`src/rtl/local_sram_arbiter_pkg.sv`:
```
// local_sram_arbiter_pkg: shared state/grant encodings and default sizes for the SRAM arbiter
package local_sram_arbiter_pkg;
  localparam int SRAM_ADDRESS_SIZE_DEF = 9;
  localparam int ADDRESS_WIDTH_DEF = 24;
  localparam int MAX_WAIT_DEF = 4;
  typedef enum logic [1:0] {IDLE = 2'd0, ACCESS = 2'd1, RESPOND = 2'd2} state_e;
  typedef enum logic [1:0] {GRANT_NONE = 2'd0, GRANT_PRIMARY = 2'd1, GRANT_SECONDARY = 2'd2} grant_e;
endpackage

```
`src/rtl/local_sram_arbiter_if.sv`:
```
// local_sram_arbiter_if: enable/busy requester bus; master is the requester, slave the arbiter
interface local_sram_arbiter_if #(parameter int ADDRESS_WIDTH = 24);
  logic enable;
  logic write_enable;
  logic [ADDRESS_WIDTH-1:0] address;
  logic [3:0] byte_select;
  logic [31:0] data_write;
  logic [31:0] data_read;
  logic busy;
  modport master (output enable, write_enable, address, byte_select, data_write, input data_read, busy);
  modport slave (input enable, write_enable, address, byte_select, data_write, output data_read, busy);
endinterface

```
`src/rtl/local_sram_wait_counter.sv`:
```
// local_sram_wait_counter: saturating count of cycles the secondary requester has been kept waiting
module local_sram_wait_counter #(parameter int MAX_WAIT = 4) (
  input  logic       clk,
  input  logic       rst_n,
  input  logic       clear,
  input  logic       increment,
  output logic       at_limit
);
  logic [3:0] count_q, count_d;
  assign at_limit = count_q == 4'(MAX_WAIT);
  always_comb count_d = clear ? 4'd0 : (increment && !at_limit) ? count_q + 4'd1 : count_q;
  always_ff @(posedge clk) count_q <= !rst_n ? 4'd0 : count_d;
endmodule

```
`src/rtl/local_sram_arbiter.sv`:
```
// local_sram_arbiter: shares one SRAM rw port between primary and secondary requesters, IDLE->ACCESS->RESPOND
module local_sram_arbiter
  import local_sram_arbiter_pkg::*;
#(
  parameter int SRAM_ADDRESS_SIZE = SRAM_ADDRESS_SIZE_DEF,
  parameter int ADDRESS_WIDTH = ADDRESS_WIDTH_DEF,
  parameter int MAX_WAIT = MAX_WAIT_DEF
) (
  input  logic                         wb_clk_i,
  input  logic                         wb_rst_i,
  local_sram_arbiter_if.slave          primary,
  local_sram_arbiter_if.slave          secondary,
  output logic                         sram_primarySelect,
  output logic                         sram_primaryWriteEnable,
  output logic [3:0]                   sram_primaryWriteMask,
  output logic [SRAM_ADDRESS_SIZE-1:0] sram_primaryAddress,
  output logic [31:0]                  sram_primaryDataWrite,
  input  logic [31:0]                  sram_primaryDataRead
);
  state_e state_q, state_d;
  grant_e grant_q, grant_d;
  logic we_q, we_d;
  logic [3:0] bsel_q, bsel_d;
  logic [SRAM_ADDRESS_SIZE-1:0] addr_q, addr_d;
  logic [31:0] dw_q, dw_d;
  logic at_limit, win_sec, take, resp_p, resp_s, wait_clear, wait_inc;
  logic unused_addr;
  assign unused_addr = ^{primary.address[ADDRESS_WIDTH-1:SRAM_ADDRESS_SIZE+2], primary.address[1:0],
                         secondary.address[ADDRESS_WIDTH-1:SRAM_ADDRESS_SIZE+2], secondary.address[1:0]};
  // Secondary wins when starved to the limit or when primary is not asking at all
  assign win_sec = secondary.enable && (at_limit || !primary.enable);
  assign take = state_q == IDLE && (primary.enable || secondary.enable);
  assign wait_clear = state_q == IDLE && win_sec;
  assign wait_inc = secondary.enable && !wait_clear && grant_q != GRANT_SECONDARY;
  local_sram_wait_counter #(.MAX_WAIT(MAX_WAIT)) u_wait (
    .clk       (wb_clk_i),
    .rst_n     (wb_rst_i),
    .clear     (wait_clear),
    .increment (wait_inc),
    .at_limit  (at_limit)
  );
  always_ff @(posedge wb_clk_i) begin
    if (!wb_rst_i) begin
      state_q <= IDLE;
      grant_q <= GRANT_NONE;
      we_q <= 1'b0;
      bsel_q <= 4'd0;
      addr_q <= '0;
      dw_q <= 32'd0;
    end else begin
      state_q <= state_d;
      grant_q <= grant_d;
      we_q <= we_d;
      bsel_q <= bsel_d;
      addr_q <= addr_d;
      dw_q <= dw_d;
    end
  end
  always_comb begin
    state_d = state_q == IDLE ? (take ? ACCESS : IDLE) : state_q == ACCESS ? RESPOND : IDLE;
    grant_d = state_q == IDLE ? (win_sec ? GRANT_SECONDARY : primary.enable ? GRANT_PRIMARY : GRANT_NONE)
            : state_q == RESPOND ? GRANT_NONE : grant_q;
    we_d = take ? (win_sec ? secondary.write_enable : primary.write_enable) : we_q;
    bsel_d = take ? (win_sec ? secondary.byte_select : primary.byte_select) : bsel_q;
    addr_d = take ? (win_sec ? secondary.address[SRAM_ADDRESS_SIZE+1:2] : primary.address[SRAM_ADDRESS_SIZE+1:2]) : addr_q;
    dw_d = take ? (win_sec ? secondary.data_write : primary.data_write) : dw_q;
  end
  always_comb begin
    sram_primarySelect = state_q == ACCESS;
    sram_primaryWriteEnable = sram_primarySelect && we_q;
    sram_primaryWriteMask = sram_primarySelect ? bsel_q & {4{we_q}} : 4'd0;
    sram_primaryAddress = sram_primarySelect ? addr_q : '0;
    sram_primaryDataWrite = sram_primarySelect ? dw_q : 32'd0;
    resp_p = state_q == RESPOND && grant_q == GRANT_PRIMARY;
    resp_s = state_q == RESPOND && grant_q == GRANT_SECONDARY;
  end
  assign primary.busy = primary.enable && !resp_p;
  assign secondary.busy = secondary.enable && !resp_s;
  assign primary.data_read = resp_p ? sram_primaryDataRead : 32'd0;
  assign secondary.data_read = resp_s ? sram_primaryDataRead : 32'd0;
endmodule
```
`src/flat_wrapper.sv`:
```
// flat-port wrapper written by rule: the top's interface ports become plain ports
module local_sram_arbiter_flat import local_sram_arbiter_pkg::*;
#(
  parameter int SRAM_ADDRESS_SIZE = SRAM_ADDRESS_SIZE_DEF,
  parameter int ADDRESS_WIDTH = ADDRESS_WIDTH_DEF,
  parameter int MAX_WAIT = MAX_WAIT_DEF
)
  (wb_clk_i, wb_rst_i, sram_primarySelect, sram_primaryWriteEnable, sram_primaryWriteMask, sram_primaryAddress, sram_primaryDataWrite, sram_primaryDataRead, primary_enable, primary_write_enable, primary_address, primary_byte_select, primary_data_write, primary_data_read, primary_busy, secondary_enable, secondary_write_enable, secondary_address, secondary_byte_select, secondary_data_write, secondary_data_read, secondary_busy);
  local_sram_arbiter_if #(.ADDRESS_WIDTH(ADDRESS_WIDTH)) primary_i ();
  local_sram_arbiter_if #(.ADDRESS_WIDTH(ADDRESS_WIDTH)) secondary_i ();
  input  logic wb_clk_i;
  input  logic wb_rst_i;
  output logic sram_primarySelect;
  output logic sram_primaryWriteEnable;
  output logic [3:0] sram_primaryWriteMask;
  output logic [SRAM_ADDRESS_SIZE-1:0] sram_primaryAddress;
  output logic [31:0] sram_primaryDataWrite;
  input  logic [31:0] sram_primaryDataRead;
  input wire logic [$bits(primary_i.enable)-1:0] primary_enable;
  input wire logic [$bits(primary_i.write_enable)-1:0] primary_write_enable;
  input wire logic [$bits(primary_i.address)-1:0] primary_address;
  input wire logic [$bits(primary_i.byte_select)-1:0] primary_byte_select;
  input wire logic [$bits(primary_i.data_write)-1:0] primary_data_write;
  output wire logic [$bits(primary_i.data_read)-1:0] primary_data_read;
  output wire logic [$bits(primary_i.busy)-1:0] primary_busy;
  input wire logic [$bits(secondary_i.enable)-1:0] secondary_enable;
  input wire logic [$bits(secondary_i.write_enable)-1:0] secondary_write_enable;
  input wire logic [$bits(secondary_i.address)-1:0] secondary_address;
  input wire logic [$bits(secondary_i.byte_select)-1:0] secondary_byte_select;
  input wire logic [$bits(secondary_i.data_write)-1:0] secondary_data_write;
  output wire logic [$bits(secondary_i.data_read)-1:0] secondary_data_read;
  output wire logic [$bits(secondary_i.busy)-1:0] secondary_busy;
  assign primary_i.enable = primary_enable;
  assign primary_i.write_enable = primary_write_enable;
  assign primary_i.address = primary_address;
  assign primary_i.byte_select = primary_byte_select;
  assign primary_i.data_write = primary_data_write;
  assign primary_data_read = primary_i.data_read;
  assign primary_busy = primary_i.busy;
  assign secondary_i.enable = secondary_enable;
  assign secondary_i.write_enable = secondary_write_enable;
  assign secondary_i.address = secondary_address;
  assign secondary_i.byte_select = secondary_byte_select;
  assign secondary_i.data_write = secondary_data_write;
  assign secondary_data_read = secondary_i.data_read;
  assign secondary_busy = secondary_i.busy;
  local_sram_arbiter #(.SRAM_ADDRESS_SIZE(SRAM_ADDRESS_SIZE), .ADDRESS_WIDTH(ADDRESS_WIDTH), .MAX_WAIT(MAX_WAIT)) u_core (.wb_clk_i(wb_clk_i), .wb_rst_i(wb_rst_i), .primary(primary_i), .secondary(secondary_i), .sram_primarySelect(sram_primarySelect), .sram_primaryWriteEnable(sram_primaryWriteEnable), .sram_primaryWriteMask(sram_primaryWriteMask), .sram_primaryAddress(sram_primaryAddress), .sram_primaryDataWrite(sram_primaryDataWrite), .sram_primaryDataRead(sram_primaryDataRead));
endmodule
```
`config.mk`:
```
export PLATFORM = sky130hd
export DESIGN_NAME = local_sram_arbiter_flat
export DESIGN_NICKNAME = d
export VERILOG_FILES = /design/src/rtl/local_sram_arbiter_pkg.sv /design/src/rtl/local_sram_arbiter_if.sv /design/src/rtl/local_sram_wait_counter.sv /design/src/rtl/local_sram_arbiter.sv /design/src/flat_wrapper.sv
export SDC_FILE = /design/constraint.sdc
export NUM_CORES = 1
export LEC_CHECK = 0
export CAP_MARGIN = 20
export CELL_PAD_IN_SITES_DETAIL_PLACEMENT = 1
export CELL_PAD_IN_SITES_GLOBAL_PLACEMENT = 2
export CORE_MARGIN = 2
export CORE_UTILIZATION = 17
export CTS_CLUSTER_SIZE = 25
export DETAILED_ROUTE_END_ITERATION = 12
export PLACE_DENSITY = 0.92
export SYNTH_ARGS = -nofsm -noshare
export SYNTH_HDL_FRONTEND = slang
export SYNTH_SLANG_ARGS = --single-unit
```
`constraint.sdc`:
```
create_clock -name wb_clk_i -period 5.1 [get_ports wb_clk_i]
set_clock_uncertainty 0.05 [all_clocks]
set_input_delay 0.51 -clock wb_clk_i [delete_from_list [all_inputs] [get_ports wb_clk_i]]
set_output_delay 0.51 -clock wb_clk_i [all_outputs]
set_load 0.03 [all_outputs]
```
==> flow_metrics.tcl <==
set metrics [dict create \
    slew_viol_final 0 \
    hold_violations 0 \
    grt_overflow 0 \
    leakagePower_nw 2.16 \
    antenna_found_initial 0 \
    h-tree-depth 2 \
    synth_top_family_by_area "simple AND/OR/NAND/NOR gates" \
    grt_first_pass_wirelength_um 18800 \
    totalPowerFinal_mw 1.13 \
    cp.required_ns 4.54 \
    drive_gt1_frac 0.0570 \
    relSlewSlack 0.399 \
    route.detailed.drc 0 \
    yosys_warnings 0 \
    postSynthAreaPerCell_sq_um 9.77 \
    max_freq_mhz 324 \
    placed_area_sq_um 5700 \
    numPortBuffers 240 \
    synth_compound_area_frac 0.167 \
    ctsResizeCount 0 \
    min_path_type "reg2reg" \
    tightest_slew_ns 0.902 \
    hold_ws_ns 0.410 \
    synthMuxAreaShare 0.151 \
    cts_tree "yes" \
    synth_cell_type_count 31 \
    dieArea_sq_um 19400 \
    insertion_delay_ns 0.29 \
    gp_congestion 0.874 \
    crit_path_start_kind "flop" \
    crit_fanout 33 \
    post-route-period-util 0.606 \
    synth_xor_area_frac 0.00845 \
    status "finished clean" \
    area_growth_pct 88.5 \
    finalCriticalPeriod_ns 3.09 \
    netlist_area_sq_um 3110 \
    drv_cap 0 \
    holdBufCountCts 0 \
    clk_pin_slew_ns 0.07 \
    die_h_um 139 \
    clk_path_buf_depth 2 \
    first_pass_iters 4 \
    cts_root_buffer "clkbuf_16" \
    worstSetupEndpointType "output port" \
    numCtsBuffers 5 \
    path_class "reg2out" \
    routed_wl_um 12100 \
    powerDensity_nw_per_um2 193 \
    syn_nets 478 \
    ys_seq_area_frac 0.348 \
    cts.sinks 54 \
    synth_simple_gate_area_frac 0.269 \
    drtIter0Drc 44 \
    num_rows 49 \
    yosys.area_share.adder 0.00805 \
    rsz0062_at_grt "no" \
    start_util 0.173 \
    final_cell_mix "clkdlybuf4s50_1 (240), and2_1 (107), dfxtp_1 (54), mux2i_1 (47), o2bb2ai_1 (36)" \
    post-cts-setup-buffers 0 \
    synth_cells 318 \
    grt_max_degree 49 \
    antenna_cells 0 \
    peakVddDrop_v 0.000111 \
    final_common_cell "clkdlybuf4s50_1" \
    fillCellCount 2074 \
    grt_pass1_vias 3528 \
    cp.arrival_ns 2.53 \
    num_vias 3220 \
    ant_nets 0 \
    tns_ns 0 \
    pin_count 271 \
    drt-vias-per-instance 4.17 \
    dp_hpwl_um 9500 \
    avgRoutedWirePerCell_um 15.7 \
    core-area_sq_um 18000 \
    final_cell_area_sq_um 5860 \
    die_x_um 139 \
    final_net_count 704 \
    synth_seq_cells 54 \
    track_usage 0.121 \
    finalSetupViolCount 0 \
]
==> worst paths after layout <==
kind	slack, ns	startpoint	end	cells after the start
min	0.41	u_core.dw_q[16]$_SDFFE_PN0P_	u_core.dw_q[16]$_SDFFE_PN0P_	1
max reg2reg	2.64	u_core.u_wait.count_q[0]$_SDFFE_PP0P_	u_core.dw_q[29]$_SDFFE_PN0P_	7
min reg2reg	0.41	u_core.dw_q[16]$_SDFFE_PN0P_	u_core.dw_q[16]$_SDFFE_PN0P_	1
max	2.01	u_core.state_q[0]$_SDFF_PN0_	primary_data_read[7]	3
==> power by group <==
| part | total (mW) | leakage (nW) | switching [mW] | internal, mW |
|---|---|---|---|---|
| logic | 0.307 | 1.65 | 0.138 | 0.170 |
| registers | 0.483 | 0.445 | 0.0227 | 0.461 |
| clock network | 0.342 | 0.0701 | 0.161 | 0.181 |
| total | 1.13 | 2.16 | 0.321 | 0.811 |
==> metal layers <==
layer / vias up / GRT usage / share of wire
li1: 1545 / - / -
met1: 1502 / 0.121 / 0.37
met2: 168 / 0.238 / 0.53
met3: 5 / 0.0444 / 0.086
met4: 0 / 0.0234 / 0.0076
met5: - / 0 / 0
==> through the flow <==
stage | setup WS (ns) | std cells | utilization
floorplan | 3.15 | 318 | -
global placement | 2.17 | 765 | 0.317
detailed placement | 2.09 | 765 | 0.317
CTS | 1.98 | 772 | 0.325
global route | 1.87 | 773 | 0.326
finish | 2.01 | 773 | 0.326
==> critical path, cell delays in order, from the launching register on <==
cell             delay (ns)
dfxtp_1                0.36
and4bb_1               0.89
and2_1                 0.28
clkdlybuf4s50_1        0.69
==> synth_stat cells (all sizes together) <==
cell       n  area (sq um)
and2     107           669
dfxtp     54          1080
mux2i     47           470
o2bb2ai   46           465
buf       15          98.8
clkbuf    11          41.3
nor2b      6          37.5
and3       5          31.3
nor2       5          21.3
inv        3          11.3
ha         2          25.0
nand2      2          7.51
nand4      2          12.5
xor2       2          17.5
a21bo      1          10.0
a21boi     1          18.8
a22oi      1          7.51
a2bb2oi    1          8.76
and4bb     1          12.5
nand2b     1          6.26
nand3      1          5.00
nand3b     1          20.0
nor3b      1          12.5
o21a       1          7.51
xnor2      1          8.76
==> cell families (layout without fill, tap and decap cells) <==
group	after synthesis	in the layout
buffers and inverters	29	255
AOI/OAI and AO/OA	51	51
and+or+nand+nor	132	132
muxes	47	47
DFF	54	54
adders and majority gates	2	2
xor gates and xnor gates	3	3
==> registers in the layout, summed over array words and instances (netlist names) <==
| register | count |
|---|---|
| u_core.we_q | 1 |
| u_core.addr_q | 9 |
| u_core.state_q | 2 |
| u_core.grant_q | 2 |
| u_core.bsel_q | 4 |
| u_core.dw_q | 32 |
| u_core.u_wait.count_q | 4 |
==> layout make-up <==
| class | instances | area (sq um) | share of cell area |
|---|---|---|---|
| inverters | 3 | 11.3 | 0.00192 |
| well taps | 229 | 287 | 0.0489 |
| repair buffers | 245 | 2450 | 0.419 |
| clock buffers | 5 | 125 | 0.0214 |
| multi-input cells | 235 | 1890 | 0.322 |
| clock inverters | 2 | 13.8 | 0.00235 |
| flip-flops and latches | 54 | 1080 | 0.185 |
(Power assumes the default switching activity.)
